## src/rtl/wb_pkg.sv

```systemverilog
// Shared types and constants for the Wishbone host bridge.
// Bus widths, bridge state encoding and the error-response data value.
package wb_pkg;

    localparam int WB_ADR_W = 32;
    localparam int WB_DAT_W = 32;
    localparam int WB_SEL_W = 4;

    localparam logic [WB_DAT_W-1:0] RSP_ERR_DATA = 32'h0;

    typedef enum logic [1:0] {
        ST_IDLE = 2'd0,
        ST_BUS  = 2'd1,
        ST_RESP = 2'd2
    } bridge_state_t;

endpackage

```

## src/rtl/wb_host_bridge.sv

```systemverilog
// Valid/ready request/response to single Wishbone classic cycles.
// One transaction in flight; a wait counter bounds slaves that never respond.
module wb_host_bridge
    import wb_pkg::*;
#(
    parameter int TIMEOUT = 16
) (
    input  logic                wb_clk_i,
    input  logic                wb_rst_i,
    input  logic                req_valid,
    output logic                req_ready,
    input  logic                req_we,
    input  logic [WB_ADR_W-1:0] req_adr,
    input  logic [WB_DAT_W-1:0] req_dat,
    input  logic [WB_SEL_W-1:0] req_sel,
    output logic                rsp_valid,
    input  logic                rsp_ready,
    output logic [WB_DAT_W-1:0] rsp_dat,
    output logic                rsp_err,
    output logic                rsp_timeout,
    output logic                wbm_cyc_o,
    output logic                wbm_stb_o,
    output logic                wbm_we_o,
    output logic [WB_ADR_W-1:0] wbm_adr_o,
    output logic [WB_DAT_W-1:0] wbm_dat_o,
    output logic [WB_SEL_W-1:0] wbm_sel_o,
    input  logic [WB_DAT_W-1:0] wbm_dat_i,
    input  logic                wbm_ack_i,
    input  logic                wbm_err_i
);

    localparam int TO_W = $clog2(TIMEOUT + 1);
    localparam logic [TO_W-1:0] LAST_WAIT = TO_W'(TIMEOUT - 1);

    bridge_state_t       state, state_n;
    logic [TO_W-1:0]     cnt, cnt_n;
    logic                cyc_n, we_n;
    logic [WB_ADR_W-1:0] adr_n;
    logic [WB_DAT_W-1:0] dat_n;
    logic [WB_SEL_W-1:0] sel_n;
    logic                rsp_valid_n, rsp_err_n, rsp_timeout_n;
    logic [WB_DAT_W-1:0] rsp_dat_n;

    assign req_ready = (state == ST_IDLE) && !wb_rst_i;
    assign wbm_stb_o = wbm_cyc_o;

    always_comb begin
        state_n       = state;
        cnt_n         = cnt;
        cyc_n         = wbm_cyc_o;
        we_n          = wbm_we_o;
        adr_n         = wbm_adr_o;
        dat_n         = wbm_dat_o;
        sel_n         = wbm_sel_o;
        rsp_valid_n   = rsp_valid;
        rsp_err_n     = rsp_err;
        rsp_timeout_n = rsp_timeout;
        rsp_dat_n     = rsp_dat;
        unique case (state)
            ST_IDLE: begin
                if (req_valid) begin
                    we_n    = req_we;
                    adr_n   = req_adr;
                    dat_n   = req_dat;
                    sel_n   = req_sel;
                    cyc_n   = 1'b1;
                    cnt_n   = '0;
                    state_n = ST_BUS;
                end
            end
            ST_BUS: begin
                // err outranks ack; a final-cycle ack still beats the timeout
                if (wbm_err_i || wbm_ack_i || cnt == LAST_WAIT) begin
                    cyc_n         = 1'b0;
                    cnt_n         = '0;
                    rsp_valid_n   = 1'b1;
                    rsp_err_n     = wbm_err_i || !wbm_ack_i;
                    rsp_timeout_n = !wbm_err_i && !wbm_ack_i;
                    rsp_dat_n     = RSP_ERR_DATA;
                    if (!wbm_err_i && wbm_ack_i && !wbm_we_o) begin
                        rsp_dat_n = wbm_dat_i;
                    end
                    state_n = ST_RESP;
                end else begin
                    cnt_n = cnt + TO_W'(1);
                end
            end
            ST_RESP: begin
                if (rsp_ready) begin
                    rsp_valid_n = 1'b0;
                    state_n     = ST_IDLE;
                end
            end
            default: state_n = ST_IDLE;
        endcase
    end

    always_ff @(posedge wb_clk_i) begin
        if (wb_rst_i) begin
            state       <= ST_IDLE;
            cnt         <= '0;
            wbm_cyc_o   <= 1'b0;
            wbm_we_o    <= 1'b0;
            wbm_adr_o   <= '0;
            wbm_dat_o   <= '0;
            wbm_sel_o   <= '0;
            rsp_valid   <= 1'b0;
            rsp_err     <= 1'b0;
            rsp_timeout <= 1'b0;
            rsp_dat     <= '0;
        end else begin
            state       <= state_n;
            cnt         <= cnt_n;
            wbm_cyc_o   <= cyc_n;
            wbm_we_o    <= we_n;
            wbm_adr_o   <= adr_n;
            wbm_dat_o   <= dat_n;
            wbm_sel_o   <= sel_n;
            rsp_valid   <= rsp_valid_n;
            rsp_err     <= rsp_err_n;
            rsp_timeout <= rsp_timeout_n;
            rsp_dat     <= rsp_dat_n;
        end
    end

endmodule

```

## config.mk

```make
export PLATFORM = sky130hd
export DESIGN_NAME = wb_host_bridge
export DESIGN_NICKNAME = d
export VERILOG_FILES = /design/src/rtl/wb_pkg.sv /design/src/rtl/wb_host_bridge.sv
export SDC_FILE = /design/constraint.sdc
export NUM_CORES = 1
export LEC_CHECK = 0
export CAP_MARGIN = 20
export CELL_PAD_IN_SITES_DETAIL_PLACEMENT = 1
export CELL_PAD_IN_SITES_GLOBAL_PLACEMENT = 1
export CORE_MARGIN = 2
export CORE_UTILIZATION = 29
export CTS_CLUSTER_DIAMETER = 40
export CTS_CLUSTER_SIZE = 30
export DETAILED_ROUTE_END_ITERATION = 10
export GPL_TIMING_DRIVEN = 0
export PLACE_DENSITY_LB_ADDON = 0.1
export SYNTH_ARGS = -nofsm -noshare
export SYNTH_HDL_FRONTEND = slang
export SYNTH_SLANG_ARGS = --single-unit
export TNS_END_PERCENT = 50
```

## constraint.sdc

```tcl
create_clock -name wb_clk_i -period 5.5 [get_ports wb_clk_i]
set_input_delay 0.825 -clock wb_clk_i [delete_from_list [all_inputs] [get_ports wb_clk_i]]
set_output_delay 0.825 -clock wb_clk_i [all_outputs]
set_load 0.01 [all_outputs]
```

-- Yosys cells after proc, flatten, opt, wreduce, memory -nomap -nowiden
Index checks and enable logic that the tools add are counted.
- bits in registers: 112
- input bits: 107
- output and inout bits: 107
- logic and storage cells: 52
- add/subtract/negate cells: 1
- equal/unequal tests: 6
- reduce and logical (&&, ||, !) cells: 20
- mux-type cells: 14
- operators with widths (cell ; number):
    2-to-1 mux 32 bit ; 1
    2-to-1 mux 5 bit ; 2
    one-hot mux 5 bit (2 select lines) ; 1
    AND reduction 3 bit ; 3
    2-to-1 mux 2 bit ; 3
    != test 2 bit, second input constant ; 3
    one-hot mux 2 bit (3 select lines) ; 1
    AND reduction 2 bit ; 3
    adder 5 x 1 -> 5 bit, second input constant ; 1
    equality test 5 x 4 -> 1 bit, second input constant ; 1
    logical AND 1 bit ; 4
    logical NOT 1 bit ; 4
    2-to-1 mux 1 bit ; 4
    one-hot mux 1 bit (2 select lines) ; 2
    nonzero test 2 bit ; 2
    logical OR 1 bit ; 3
    equality test 2 x 1 -> 1 bit, second input constant ; 1
    equality test 2 bit, second input constant ; 1
    logical NOT 2 bit ; 1

-- Logic depth before layout (Yosys ltp)
- word-level depth: 4
- depth in mapped cells: 7
- mapped depth without buffers: 6

-- Worst setup path before layout
OpenSTA, ideal clock, no wires.
- kind: input port to output port
- from: input wb_rst_i
- to: output req_ready
- arrival: 1.491 ns
- required time: 4.675 ns
- path slack: 3.184 ns
- cell stages on the path: 3
- path buffers: 2
- cell sequence: clkbuf_1 clkbuf_1 nor3_1
- word-level cells in the longest chain between the ends: 2
- RTL lines (item ; line ; source):
    start: declaration ; wb_host_bridge.sv:9 ; input logic wb_rst_i,
    logical NOT 1 bit ; wb_host_bridge.sv:44 ; assign req_ready = (state == ST_IDLE) && !wb_rst_i;
    logical AND 1 bit ; wb_host_bridge.sv:44 ;
    end: declaration ; wb_host_bridge.sv:11 ; output logic req_ready,
Every way passes these cells.

-- Worst setup path after layout
Ends and elaborated chain as after synthesis.

==> impl_metrics.prom <==
# TYPE chip_impl_metric gauge
chip_impl_metric{name="route.antenna.remaining_nets",unit=""} 0
chip_impl_metric{name="clock_insertion_delay_worst_skew",unit="ps"} 350
chip_impl_info{name="yosysMostFrequentCell",value="nand2_1"} 1
chip_impl_metric{name="layout.area.seq",unit="µm²"} 2240
chip_impl_metric{name="timing.final.crit_share",unit=""} 0.580
chip_impl_info{name="rsz_0062_raised_after_global_routing",value="no"} 1
chip_impl_metric{name="finalPower",unit="µW"} 1880
chip_impl_metric{name="pwr_density_cell",unit="nW/µm²"} 288
chip_impl_metric{name="synth_area",unit="µm²"} 3860
chip_impl_metric{name="drt_pre_antenna_iters",unit=""} 4
chip_impl_metric{name="share_of_layout_cells_above_drive_strength_1",unit=""} 0.0495
chip_impl_metric{name="grt_overflow_total",unit=""} 0
chip_impl_metric{name="groute.usage.overall",unit=""} 0.182
chip_impl_metric{name="place.detailed.hpwl",unit="mm"} 9.55
chip_impl_metric{name="cts_made_buffers",unit=""} 9
chip_impl_metric{name="fraction_of_the_yosys_area_taken_by_sequential_cells",unit=""} 0.581
chip_impl_metric{name="wire_length_of_the_first_global_routing_pass",unit="mm"} 20.5
chip_impl_metric{name="detail_route.iter0.violations",unit=""} 96
chip_impl_metric{name="postCtsSetupBuffers",unit=""} 0
chip_impl_metric{name="io_buffers",unit=""} 212
chip_impl_metric{name="core_area",unit="µm²"} 13100
chip_impl_metric{name="cp_max_fo",unit=""} 10
chip_impl_metric{name="finalHoldViolations",unit=""} 0
chip_impl_metric{name="area_growth_syn_to_layout",unit="%"} 69.0
chip_impl_metric{name="synth.net_count",unit=""} 547
chip_impl_metric{name="fillcell_total",unit=""} 1519
chip_impl_info{name="clk_root_buffer_cell",value="clkbuf_16"} 1
chip_impl_metric{name="timing_max_transition_violations_final",unit=""} 0
chip_impl_metric{name="die_footprint",unit="µm²"} 14200
chip_impl_metric{name="synth_largest_type_area_fraction",unit=""} 0.581
chip_impl_metric{name="global_placer_s_final_weighted_congestion",unit=""} 0.737
chip_impl_metric{name="die_width",unit="µm"} 119
chip_impl_metric{name="synth_area_per_cell",unit="µm²"} 8.81
chip_impl_info{name="status",value="complete, no violations"} 1
chip_impl_metric{name="cts.htree.levels",unit=""} 3
chip_impl_metric{name="cts.sinks",unit=""} 112
chip_impl_metric{name="antenna-diode-count",unit=""} 0
chip_impl_metric{name="final.setup_skew",unit="ps"} 5.37
chip_impl_metric{name="cp_data_required_time",unit="ps"} 4680
chip_impl_metric{name="number_of_antenna_violations_at_the_first_check_in_global_routing",unit=""} 0
chip_impl_metric{name="arrival",unit="ps"} 2370
chip_impl_metric{name="initial_utilization",unit=""} 0.294
chip_impl_metric{name="vias",unit=""} 3845
chip_impl_info{name="synth.top_cells.by_count",value="nand2_1 (141), dfxtp_1 (112), a21oi_1 (73)"} 1
chip_impl_metric{name="synth_enable_flop_cells",unit=""} 0
chip_impl_metric{name="slew-limit-headroom",unit=""} 0.569
chip_impl_metric{name="io-pin-count",unit=""} 214
chip_impl_metric{name="asyncSetResetFlopFracSynth",unit=""} 0
chip_impl_metric{name="synth.lib_cells_used.distinct",unit=""} 33
chip_impl_metric{name="postCtsHoldBufs",unit=""} 0
chip_impl_metric{name="worst_margin_slew",unit="ps"} 644
chip_impl_metric{name="final_net_count",unit=""} 770
chip_impl_metric{name="setup_violations",unit=""} 0
chip_impl_info{name="synth_area_leader_cell",value="dfxtp_1"} 1
chip_impl_metric{name="finalWirelength",unit="mm"} 12.7
chip_impl_metric{name="rows",unit=""} 42
chip_impl_metric{name="postSynthRegisterBits",unit=""} 112
chip_impl_metric{name="multi_input_comb_area",unit="µm²"} 1440
chip_impl_metric{name="clock_path_buffers",unit=""} 2
chip_impl_metric{name="grt_max_degree",unit=""} 18
chip_impl_info{name="tritoncts",value="yes"} 1
chip_impl_info{name="worst-setup-path-type",value="input pin to primary output"} 1
chip_impl_info{name="crit_path_start_kind",value="input pin"} 1
chip_impl_info{name="largest_cells_by_area_after_synthesis",value="dfxtp_1 (58%), nand2_1 (14%), a21oi_1 (9.5%), a22o_1 (7.3%), clkbuf_1 (1.9%)"} 1
chip_impl_metric{name="final_worst_path_period_need",unit="ps"} 3190
chip_impl_metric{name="max-vdd-ir-drop",unit="mV"} 0.120
chip_impl_metric{name="clock.fmax",unit="MHz"} 313
chip_impl_metric{name="sum_of_negative_setup_slack",unit="ps"} 0
chip_impl_metric{name="vias_per_cell",unit=""} 4.57
chip_impl_info{name="ys_dominant_reg_cell",value="dfxtp_1"} 1
chip_impl_metric{name="total_drc_errors_in_the_routed_layout",unit=""} 0
chip_impl_metric{name="number_of_global_route_vias_before_repair",unit=""} 4042
chip_impl_metric{name="cts.reportedPaths.clkPinSlew",unit="ps"} 70
chip_impl_info{name="min-delay-path-class",value="flop to flop"} 1
chip_impl_metric{name="cts-resized-gates",unit=""} 0
chip_impl_metric{name="netlist_instances",unit=""} 438
chip_impl_metric{name="maxCapViolCount",unit=""} 0
chip_impl_metric{name="wl_per_cell",unit="µm"} 15.1
chip_impl_metric{name="yosysWarningCount",unit=""} 0
chip_impl_info{name="worst_setup_path_end_kind",value="primary output"} 1
chip_impl_metric{name="power_leakage",unit="µW"} 0.00243
chip_impl_metric{name="die_height",unit="µm"} 119
kinds of logic after synthesis:
logic type                 count (synthesis)  share of synthesized area
adders and majority gates                  2                    0.00648
DFF                                      112                      0.581
buffers and inverters                     41                     0.0451
AOI/OAI and AO/OA                        117                      0.192
and+or+nand+nor                          166                      0.176
flip-flops by register name (all words and copies together), names as in the netlist, 2 cells and up:
register,flops
wbm_adr_o,32
wbm_sel_o,4
wbm_dat_o,32
cnt,5
state,2
rsp_dat,32
power by group:
group	internal (µW)	total [µW]	switching [µW]
logic	169	300	131
clock network	411	710	298
registers	851	872	20.6
per-stage QoR:
stage	std cells	instance area, µm²	utilization	hold slack, ps	setup WS, ps
final	842	6530	0.497	455	2310
after global routing	842	6530	0.497	478	2170
after CTS	842	6530	0.497	459	2240
after detailed placement	826	6200	0.472	450	2250
after global placement	826	6200	0.472	441	2240
after floorplan	438	3860	-	454	3180
worst max-delay path, cell delays in order:
cell and delay [ps]:
clkbuf_1 460, clkbuf_1 460, nor3_1 80, clkdlybuf4s50_1 530
final cells by class:
cell class | instances | share of cell area
multi-input cells | 285 | 0.221
well taps | 176 | 0.0337
clock inverters | 5 | 0.0123
repair buffers | 212 | 0.325
flip-flops and latches | 112 | 0.344
plain buffers | 35 | 0.0232
inverters | 6 | 0.00345
clock buffers | 11 | 0.0372
path summary, 6_finish.rpt:
check / startpoint / to / slack [ps] / depth (start not counted)
worst min register to register: wbm_dat_o[25] / wbm_dat_o[25] / 460 / 2
worst max-delay path: wb_rst_i / req_ready / 2310 / 4
worst max register to register: cnt[0] / rsp_dat[11] / 3340 / 7
worst min-delay path: wbm_dat_o[25] / wbm_dat_o[25] / 460 / 2
layout by cell type, fill, tap and decap left out, types with 2 or more instances in the layout:
| cell | synthesis | layout |
|---|---|---|
| a21oi_1 | 73 | 73 |
| a22o_1 | 32 | 32 |
| a32oi_1 | 2 | 2 |
| buf_2 | 13 | 13 |
| bufinv_16 | 0 | 2 |
| clkbuf_1 | 20 | 21 |
| clkbuf_16 | 0 | 9 |
| clkdlybuf4s50_1 | 0 | 212 |
| clkinvlp_4 | 0 | 2 |
| dfxtp_1 | 112 | 112 |
| ha_1 | 2 | 2 |
| inv_1 | 6 | 6 |
| nand2_1 | 141 | 141 |
| nor2_1 | 8 | 8 |
| nor2b_1 | 5 | 5 |
| nor3_1 | 3 | 3 |
per-layer routing:
metal / track usage / vias to the layer above / share of wire
li1: - / 1912 / -
met1: 0.209 / 1801 / 0.42
met2: 0.312 / 120 / 0.49
met3: 0.0608 / 12 / 0.077
met4: 0.0728 / 0 / 0.015
met5: 0 / - / 0
Power figures use the tool's default switching activity.
